==> src/rtl/seq_div4_ctrl.sv <==
// rtl/seq_div4_ctrl.sv - sequential 4-bit unsigned restoring divider with start/busy/done handshake

// Shared 4-bit ripple adder/subtractor: m=1 computes a-b as a+~b+1.
module bit_4_addsub (
    input  logic [3:0] a,
    input  logic [3:0] b,
    input  logic       m,
    output logic [3:0] s,
    output logic       c,
    output logic       v
);

    logic [4:0] carry;
    logic [3:0] b_x;

    // Ripple-carry chain; carry out is "no borrow" when subtracting
    always_comb begin
        b_x      = b ^ {4{m}};
        carry    = '0;
        carry[0] = m;
        s        = '0;
        for (int i = 0; i < 4; i++) begin
            s[i]       = a[i] ^ b_x[i] ^ carry[i];
            carry[i+1] = (a[i] & b_x[i]) | (carry[i] & (a[i] ^ b_x[i]));
        end
        c = carry[4];
        v = carry[4] ^ carry[3];
    end

endmodule

module seq_div4_ctrl (
    input  logic       clk,
    input  logic       rst_n,
    input  logic       start,
    input  logic [3:0] dividend,
    input  logic [3:0] divisor,
    output logic       busy,
    output logic       done,
    output logic       div_by_zero,
    output logic [3:0] quotient,
    output logic [3:0] remainder
);

    typedef enum logic [1:0] {
        S_IDLE = 2'd0,
        S_CALC = 2'd1,
        S_DONE = 2'd2
    } state_t;

    state_t     state_q, state_d;
    logic [1:0] cnt_q, cnt_d;
    logic [3:0] r_q, r_d;
    logic [3:0] q_q, q_d;
    logic [3:0] d_q, d_d;
    logic [3:0] quotient_q, quotient_d;
    logic [3:0] remainder_q, remainder_d;
    logic       dbz_q, dbz_d;

    logic [3:0] shifted;
    logic       shifted_msb;
    logic [3:0] sub_s;
    logic       sub_c;
    logic       sub_v_unused;
    logic       qbit;
    logic [3:0] r_next;
    logic [3:0] q_next;

    // One trial subtraction per clock: shifted partial remainder minus divisor
    bit_4_addsub u_addsub (
        .a (shifted),
        .b (d_q),
        .m (1'b1),
        .s (sub_s),
        .c (sub_c),
        .v (sub_v_unused)
    );

    // Restoring step: a set R[3] means the shifted value is >= 16 > divisor,
    // so the subtraction always succeeds even though the 4-bit adder wraps.
    always_comb begin
        shifted     = {r_q[2:0], q_q[3]};
        shifted_msb = r_q[3];
        qbit        = shifted_msb | sub_c;
        r_next      = qbit ? sub_s : shifted;
        q_next      = {q_q[2:0], qbit};
    end

    // Next-state and register updates for the IDLE/CALC/DONE sequence
    always_comb begin
        state_d     = state_q;
        cnt_d       = cnt_q;
        r_d         = r_q;
        q_d         = q_q;
        d_d         = d_q;
        quotient_d  = quotient_q;
        remainder_d = remainder_q;
        dbz_d       = dbz_q;
        case (state_q)
            S_IDLE: begin
                if (start) begin
                    if (divisor == 4'd0) begin
                        quotient_d  = 4'hF;
                        remainder_d = dividend;
                        dbz_d       = 1'b1;
                        state_d     = S_DONE;
                    end else begin
                        r_d     = 4'd0;
                        q_d     = dividend;
                        d_d     = divisor;
                        cnt_d   = 2'd0;
                        dbz_d   = 1'b0;
                        state_d = S_CALC;
                    end
                end
            end
            S_CALC: begin
                r_d   = r_next;
                q_d   = q_next;
                cnt_d = cnt_q + 2'd1;
                if (cnt_q == 2'd3) begin
                    quotient_d  = q_next;
                    remainder_d = r_next;
                    state_d     = S_DONE;
                end
            end
            S_DONE: begin
                state_d = S_IDLE;
            end
            default: begin
                state_d = S_IDLE;
            end
        endcase
    end

    // State and datapath registers; reset abandons any operation in flight
    always_ff @(posedge clk or negedge rst_n) begin
        if (!rst_n) begin
            state_q     <= S_IDLE;
            cnt_q       <= 2'd0;
            r_q         <= 4'd0;
            q_q         <= 4'd0;
            d_q         <= 4'd0;
            quotient_q  <= 4'd0;
            remainder_q <= 4'd0;
            dbz_q       <= 1'b0;
        end else begin
            state_q     <= state_d;
            cnt_q       <= cnt_d;
            r_q         <= r_d;
            q_q         <= q_d;
            d_q         <= d_d;
            quotient_q  <= quotient_d;
            remainder_q <= remainder_d;
            dbz_q       <= dbz_d;
        end
    end

    // Handshake outputs decode directly from state so they cannot overlap
    always_comb begin
        busy        = (state_q == S_CALC);
        done        = (state_q == S_DONE);
        div_by_zero = dbz_q;
        quotient    = quotient_q;
        remainder   = remainder_q;
    end

endmodule

==> config.mk <==
export PLATFORM = sky130hd
export DESIGN_NAME = seq_div4_ctrl
export DESIGN_NICKNAME = d
export VERILOG_FILES = /design/src/rtl/seq_div4_ctrl.sv
export SDC_FILE = /design/constraint.sdc
export NUM_CORES = 1
export LEC_CHECK = 0
export ABC_AREA = 1
export CAP_MARGIN = 20
export CORE_MARGIN = 4
export CORE_UTILIZATION = 34
export CTS_CLUSTER_DIAMETER = 30
export DETAILED_ROUTE_END_ITERATION = 12
export GPL_TIMING_DRIVEN = 0
export PLACE_DENSITY = 0.65
export RECOVER_POWER = 100
export SETUP_SLACK_MARGIN = 0.4
export SYNTH_ARGS = -nofsm -noshare
export SYNTH_HDL_FRONTEND = slang
export SYNTH_HIERARCHICAL = 1
export SYNTH_SLANG_ARGS = --single-unit
==> constraint.sdc <==
create_clock -name clk -period 3.5 [get_ports clk]
set_input_delay 0.525 -clock clk [delete_from_list [all_inputs] [get_ports clk]]
set_output_delay 0.525 -clock clk [all_outputs]
set_load 0.005 [all_outputs]
Word-level counts from Yosys, hierarchy flattened
Index checks and enable logic that the tools add are counted.
{"block": "op_classes", "n_addsub": 1, "eq_ne": 7, "mux": 23, "n_bitwise": 22, "n_reduce_logical": 8}
{"cell": "4-bit two-way mux", "count": 11}
{"cell": "4-bit case mux with 2 select lines", "count": 4}
{"cell": "2-bit two-way mux", "count": 5}
{"cell": "2-bit case mux with 2 select lines", "count": 2}
{"cell": "1-bit bitwise AND", "count": 7}
{"cell": "1-bit bitwise XOR", "count": 7}
{"cell": "2-bit inequality test, second input constant", "count": 3}
{"cell": "3-bit AND reduction", "count": 2}
{"cell": "1-bit bitwise OR", "count": 5}
{"cell": "2-bit equality test, second input constant", "count": 2}
{"cell": "4-bit logical NOT", "count": 1}
{"cell": "4-bit inverter", "count": 1}
{"cell": "2-bit AND reduction", "count": 2}
{"cell": "4-bit AND reduction", "count": 1}
{"cell": "2-bit by 1-bit adder with 2-bit output, second input constant", "count": 1}
{"cell": "2-bit by 1-bit equality test with 1-bit output, second input constant", "count": 1}
{"cell": "2-bit logical NOT", "count": 1}
{"cell": "2-bit by 1-bit inequality test with 1-bit output, second input constant", "count": 1}
{"cell": "1-bit inverter", "count": 2}
{"cell": "2-bit nonzero test", "count": 1}
{"cell": "1-bit two-way mux", "count": 1}
{"block": "totals", "register_bits": 25, "input_bits": 11, "out_inout_bits": 11, "elab_cells": 69}

Longest topological paths before layout
Gate-level depths: netlist of the first run.
{"block": "logic_depth", "depth_word": 13, "mapped_depth": 14, "mapped_depth_nobuf": 14}

By module
Netlist of the first run, hierarchy kept.
{"module": "seq_div4_ctrl", "n_inst": 1, "cells_per_inst": 142, "area_per_inst_um2": 1157.4, "seq_area_each_um2": 625.6}
{"module": "bit_4_addsub", "n_inst": 1, "cells_per_inst": 32, "area_per_inst_um2": 168.9, "seq_area_each_um2": 0.0}

Worst setup path after synthesis of the first run
OpenSTA, ideal clock, no wires.
{"block": "synth_path", "kind": "register -> register", "start": "reg q_q[3]", "end": "reg remainder_q[0] (netlist: remainder[0])", "setup_time_ps": 65, "arrival_ps": 2121, "t_required_ps": 3435, "path_slack_ps": 1314, "stages_incl_launch_ff": 13, "n_path_buf": 0, "synth_period_minus_slack_ps": 2186, "cell_sequence": "dfrtp_1 nand2_1 nand2_1 fa_1 inv_1 fa_1 inv_1 fa_1 nor2_1 nand3_1 nand3_1 nand2_1 nand2_1"}
{"block": "synth_between", "elab_chain_len": 12, "elab_cells_between_ends": 14, "classes_between": "mux: 3; bitwise: 11"}
{"element": "start: declaration", "line": "54", "text": "logic [3:0] q_q, q_d;"}
{"element": "start signal: assignment", "line": "151", "text": "q_q <= q_d;"}
{"element": "1-bit bitwise AND / 1-bit bitwise XOR (equally long branches)", "line": "24", "text": "carry[i+1] = (a[i] & b_x[i]) | (carry[i] & (a[i] ^ b_x[i]));"}
{"element": "1-bit bitwise OR (*)", "line": "24"}
{"element": "1-bit bitwise AND (*)", "line": "24"}
{"element": "1-bit bitwise OR (*)", "line": "24"}
{"element": "1-bit bitwise AND (*)", "line": "24"}
{"element": "1-bit bitwise OR (*)", "line": "24"}
{"element": "1-bit bitwise AND (*)", "line": "24"}
{"element": "1-bit bitwise OR (*)", "line": "24"}
{"element": "named net sub_c", "line": "63", "text": "logic sub_c;"}
{"element": "1-bit bitwise OR (*)", "line": "84", "text": "qbit = shifted_msb | sub_c;"}
{"element": "4-bit two-way mux (*)", "line": "85", "text": "r_next = qbit ? sub_s : shifted;"}
{"element": "4-bit two-way mux (*)", "line": "121", "text": "if (cnt_q == 2'd3) begin"}
{"element": "4-bit case mux with 2 select lines (*)", "line": "99", "text": "case (state_q)"}
{"element": "end signal: assignment", "line": "154", "text": "remainder_q <= remainder_d;"}
{"element": "end: declaration", "line": "57", "text": "logic [3:0] remainder_q, remainder_d;"}
Mark *: on every way through the listed nets, which the timed path passes. The rest lies on a longest branch. The select of a mux whose other input is x is not followed.
A chain may end at the register's enable or synchronous reset.

Worst setup path in the final report of the first run
{"block": "layout_path", "start": "reg state_q[0]", "end": "out busy"}
{"block": "layout_between", "elab_chain_len": 1}
{"element": "start: declaration", "line": "51", "text": "state_t state_q, state_d;"}
{"element": "start signal: assignment", "line": "148", "text": "state_q <= state_d;"}
{"element": "2-bit by 1-bit equality test with 1-bit output", "line": "161", "text": "busy = (state_q == S_CALC);"}
{"element": "end: declaration", "line": "38", "text": "output logic busy,"}
No other way between the ends.

==> results.sh, run 1 <==
export IMPL_status="complete, no violations"
export IMPL_p_total_mw=1.37
export IMPL_wl_met3_um=98
export IMPL_ant_nets=0
export IMPL_crit_path_end_kind="output pin"
export IMPL_route_detailed_drc=0
export IMPL_grt_use_total_pct=12.3
export IMPL_io_pins=22
export IMPL_area_delta_synth_final_pct=23.6
export IMPL_initial_core_util_pct=35.5
export IMPL_powerDensity_mw_per_mm2=843
export IMPL_max_freq_mhz=404
export IMPL_report_final_setup_viol=0
export IMPL_hold_class="reg -> reg"
export IMPL_dr_pass1_iters=4
export IMPL_cts_clk_slew_worst_paths_ns=0.09
export IMPL_post_place_ws_ns=1.12
export IMPL_cp_arrival_ns=1.95
export IMPL_fp_row_count=22
export IMPL_grt_pass1_vias=1090
export IMPL_portBuffers=21
export IMPL_finalHoldViolCount=0
export IMPL_synth_area_mm2=0.00131
export IMPL_clock_root_buffer="clkbuf_8"
export IMPL_grt_ovfl_total=0
export IMPL_dr_wl_met2_mm=1.31
export IMPL_wl_mm=2.75
export IMPL_core_area_mm2=0.00369
export IMPL_critPathMaxStageDelay_ns=0.60
export IMPL_cts_tree="yes"
export IMPL_wl_met1_mm=1.27
export IMPL_avgViaCountPerCell=4.63
export IMPL_place_congestion=0.810
export IMPL_start_kind="flop"
export IMPL_clk_path_buf_depth=2
export IMPL_antenna_cells=0
export IMPL_fillCellCount=390
export IMPL_numCtsBuffers=3
export IMPL_r2r_slack_ns=1.06
export IMPL_period_share_pct=70.7
export IMPL_crit_path_top_delay_cell="clkdlybuf4s50_1"
export IMPL_path_class="reg -> out"
export IMPL_cts_hold_buf=0
export IMPL_timing_setup_tns_ns=0
export IMPL_final_util_pct=43.9
export IMPL_dp_hpwl_mm=2.13
export IMPL_skew_ns=0.00108
export IMPL_cts_max_level=1
export IMPL_cts_resized=0
export IMPL_cts_sinks=25
export IMPL_leakage_nw=0.861
export IMPL_placed_cell_area_mm2=0.00161
export IMPL_peakVddDrop_mv=0.348
export IMPL_die_width_um=70.1
export IMPL_grt_max_degree=15
export IMPL_grt_pass1_wl_mm=4.75
export IMPL_insertion_delay_ns=0.27
export IMPL_drive_gt1_share_pct=3.50
export IMPL_cap_viol_max_count=0
export IMPL_tightest_slew_ns=0.787
export IMPL_vias=1149
export IMPL_rsz0062_at_grt="no"
export IMPL_cp_max_fo=10
export IMPL_path_cells="inv_2, nor2_4, clkbuf_1, clkdlybuf4s50_1"
export IMPL_max_slew_margin_pct=47.6
export IMPL_ys_warn_count=6
export IMPL_fin_crit_ns=2.47
export IMPL_setup_ws_ns=1.03
export IMPL_cp_required_ns=2.97
export IMPL_routed_top_layer="met4"
export IMPL_postCtsSetupBuffers=0
export IMPL_synth_area_per_cell_um2=7.71
export IMPL_die_area_mm2=0.00491
export IMPL_synth_cells=170
export IMPL_finalMaxSlewViolations=0
export IMPL_routedWlPerCell_um=11.1
export IMPL_drt_iter0_drc=37
export IMPL_die_h_um=70.1
export IMPL_design_area_mm2=0.00162
export IMPL_antenna_found_initial=0
export IMPL_num_nets_final=216
power breakdown:
group	internal [mW]	switching, mW
logic	0.280	0.395
clock network	0.0816	0.0921
registers	0.423	0.0946
total	0.785	0.582
final timing paths:
kind	start	endpoint	cells after the start
max in group asynchronous	rst_n	remainder[0]$_DFFE_PN0P_	2
min in group asynchronous	rst_n	d_q[3]$_DFFE_PN0P_	1
hold reg to reg	quotient[0]$_DFFE_PN0P_	quotient[0]$_DFFE_PN0P_	2
hold / removal	quotient[0]$_DFFE_PN0P_	quotient[0]$_DFFE_PN0P_	2
setup reg to reg	d_q[0]$_DFFE_PN0P_	remainder[2]$_DFFE_PN0P_	13
setup / recovery	state_q[0]$_DFFE_PN0P_	busy	4
layer usage:
metal  vias to the layer above  global-route usage (%)
met5                         -                       0
met4                         0                    7.02
met3                         5                    1.73
met2                        20                    20.8
met1                       538                    14.9
li1                        586                       -
final cells by class:
class / instances / area, µm² / area share [%]
Sequential cell: 25 / 626 / 38.6
Inverter: 17 / 63.8 / 3.94
Clock buffer: 4 / 45.0 / 2.78
Multi-Input combinational cell: 130 / 604 / 37.3
Timing Repair Buffer: 22 / 214 / 13.2
Tap cell: 48 / 60.1 / 3.71
Buffer: 2 / 7.51 / 0.463
cell usage in the layout, fill, tap and decap left out:
master            n
clkbuf_1          4
nand3b_1          1
nor3b_1           1
a21oi_1           1
nor2_1            7
dfrtp_1          25
ha_1              1
conb_1            5
clkbuf_8          3
o21a_1            2
nand2_1          80
inv_2             3
inv_1            14
fa_1              3
clkdlybuf4s50_1   8
nand3_1          23
o21ai_0           5
nor2_4            1
dlygate4sd3_1    13
critical path: cells and delay by family, from the launching register on:
| kind | cells | cell delay (ns) |
|---|---|---|
| AND/OR/NAND/NOR | 1 | 0.13 |
| flip-flops | 1 | 0.46 |
| buffers and inverters | 3 | 1.09 |
per-stage QoR:
step,std cells,hold WS (ns)
after floorplan,174,0.229
after global placement,243,0.463
after detailed placement,244,0.465
after CTS,248,0.488
after global routing,248,0.508
final,248,0.478
flip-flops by register name (all words and copies together), names as in the netlist:
signal,cells
div_by_zero,1
quotient,4
state_q,2
r_q,4
remainder,4
q_q,4
cnt_q,2
d_q,4
No activity file was read; power rests on OpenSTA's default activity.
==> run 2, diff against run 1 <==
==> constraint.sdc (replaced) <==
create_clock -name clk -period 2.5 [get_ports clk]
set_input_delay 0.375 -clock clk [delete_from_list [all_inputs] [get_ports clk]]
set_output_delay 0.375 -clock clk [all_outputs]
set_load 0.005 [all_outputs]
==> run 2 against run 1 <==
- first-iteration DRC count down 19%
- sequential cell count unchanged
- utilization up 2.5 points
- final cell count up 2.8%
- die area unchanged
- setup slack worse by 0.72 ns
- critical path depth up 9
- power up 51%
- via count down 1.4%
- non-clock buffer count up 7
- hold slack better by 0.0028 ns
- largest cell class is now multi-input gates
==> results.sh, run 2 (same netlist as run 1, synthesis figures left out) <==
export IMPL_grt_use_total_pct=12.1
export IMPL_fp_row_count=22
export IMPL_max_slew_margin_pct=45.8
export IMPL_cp_arrival_ns=2.36
export IMPL_num_nets_final=223
export IMPL_numCtsBuffers=3
export IMPL_period_share_pct=87.6
export IMPL_cts_tree="yes"
export IMPL_routedWlPerCell_um=10.8
export IMPL_fin_crit_ns=2.19
export IMPL_initial_core_util_pct=35.5
export IMPL_cap_viol_max_count=0
export IMPL_grt_pass1_vias=1090
export IMPL_dp_hpwl_mm=2.08
export IMPL_fillCellCount=385
export IMPL_timing_setup_tns_ns=0
export IMPL_cts_clk_slew_worst_paths_ns=0.08
export IMPL_vias=1133
export IMPL_cts_max_level=1
export IMPL_rsz0062_at_grt="yes"
export IMPL_setup_ws_ns=0.310
export IMPL_leakage_nw=0.901
export IMPL_clock_root_buffer="clkbuf_8"
export IMPL_crit_top_cell="nand2_1"
export IMPL_finalHoldViolCount=0
export IMPL_post_place_ws_ns=0.230
export IMPL_cp_required_ns=2.67
export IMPL_status="complete, no violations"
export IMPL_tightest_slew_ns=0.812
export IMPL_max_freq_mhz=457
export IMPL_hold_ws_ns=0.481
export IMPL_drt_iter0_drc=30
export IMPL_die_area_mm2=0.00491
export IMPL_path_cells="nand2_1, nand2_1, fa_2, inv_2, fa_2, inv_1, fa_1, inv_1, nand2_4, nand3_1, nand3_2, nand2_1, nand2_1"
export IMPL_antenna_cells=0
export IMPL_die_width_um=70.1
export IMPL_hold_path_startpoint="quotient[0]$_DFFE_PN0P_"
export IMPL_p_total_mw=2.06
export IMPL_grt_max_degree=16
export IMPL_place_congestion=0.822
export IMPL_crit_path_end_kind="flop"
export IMPL_cts_hold_buf=0
export IMPL_cp_max_fo=4
export IMPL_finalMaxSlewViolations=0
export IMPL_path_class="reg -> reg"
export IMPL_final_common_cell="nand2_1"
export IMPL_critPathMaxStageDelay_ns=0.41
export IMPL_crit_path_top_delay_cell="dfrtp_1"
export IMPL_die_h_um=70.1
export IMPL_skew_ns=0.00461
export IMPL_ant_nets=0
export IMPL_powerDensity_mw_per_mm2=1200
export IMPL_portBuffers=21
export IMPL_wl_mm=2.75
export IMPL_mostFrequentLayoutCells="nand2_1 (79), dfrtp_1 (24), nand3_1 (21)"
export IMPL_grt_ovfl_total=0
export IMPL_core_area_mm2=0.00369
export IMPL_dr_pass1_iters=4
export IMPL_r2r_start="d_q[0]$_DFFE_PN0P_"
export IMPL_insertion_delay_ns=0.27
export IMPL_cts_sinks=25
export IMPL_antenna_found_initial=0
export IMPL_placed_cells=244
export IMPL_critPathTopFamily="adder cells"
export IMPL_peakVddDrop_mv=0.610
export IMPL_route_detailed_drc=0
export IMPL_final_cells=255
export IMPL_avgViaCountPerCell=4.44
export IMPL_start_kind="flop"
export IMPL_report_final_setup_viol=0
export IMPL_grt_pass1_wl_mm=4.78
export IMPL_area_delta_synth_final_pct=30.6
export IMPL_clk_path_buf_depth=2
export IMPL_hold_class="reg -> reg"
export IMPL_cp_startpoint="d_q[0]$_DFFE_PN0P_"
export IMPL_io_pins=22
export IMPL_drive_gt1_share_pct=12.1
export IMPL_worst_path_buf_inv=3
[run 2: cell types whose count changed in the layout (fill, tap and decap cells not counted), moves of 2 or more]
cell,change
clkbuf_4,+2
nor2_1,-2
buf_4,+5
inv_2,+2
fa_2,+2
nand3_2,+2
inv_1,-2
nand3_1,-2
nor2_4,+2
fa_1,-2
[run 2: worst paths after layout]
path                                                 end  slack (ns)  cells after the start
max in group asynchronous             d_q[1]$_DFFE_PN0P_        0.91                      2
worst min-delay path             quotient[0]$_DFFE_PN0P_        0.48                      2
worst max-delay path            remainder[0]$_DFFE_PN0P_        0.31                     13
min in group asynchronous             q_q[1]$_DFFE_PN0P_        0.50                      1
worst max register to register  remainder[0]$_DFFE_PN0P_        0.31                     13
worst min register to register   quotient[0]$_DFFE_PN0P_        0.48                      2
[run 2: tightest hold or removal path: stages (launching register included)]
cell and delay (ns):
dfrtp_1 0.35, nand2_1 0.05, nand2_1 0.05
[run 2: layer usage]
layer	up-vias	GRT usage, %	share of wire (%)
li1	601	-	-
met1	513	15.8	49
met2	14	19.9	47
met3	5	1.44	2.1
met4	0	5.74	2.1
met5	-	0	0
[run 2: per-stage QoR]
step                cell area [µm²]  util, %
finish                         1710     46.4
global route                   1710     46.4
CTS                            1710     46.4
detailed placement             1610     43.8
global placement               1600     43.4
floorplan                      1330        -
[run 2: timing repair]
item                                    in CTS  in global routing
buffers inserted                             3                  4
resized for setup                            7                  9
endpoints found under the setup margin      10                 11
pin swaps                                    1                  1
[run 2: report_power, final]
group          internal, mW  total [mW]  switching, mW
Clock                 0.114       0.238          0.124
Sequential            0.594       0.720          0.127
Combinational         0.495        1.11          0.610
Total                  1.20        2.06          0.861
[run 2: final cells by class]
cell class	count	area (µm²)	share of cell area [%]
plain buffers	2	8.76	0.511
clock buffers	4	45.0	2.63
inverters	17	63.8	3.73
multi-input cells	130	642	37.5
flip-flops and latches	25	627	36.6
well taps	48	60.1	3.51
repair buffers	29	267	15.6
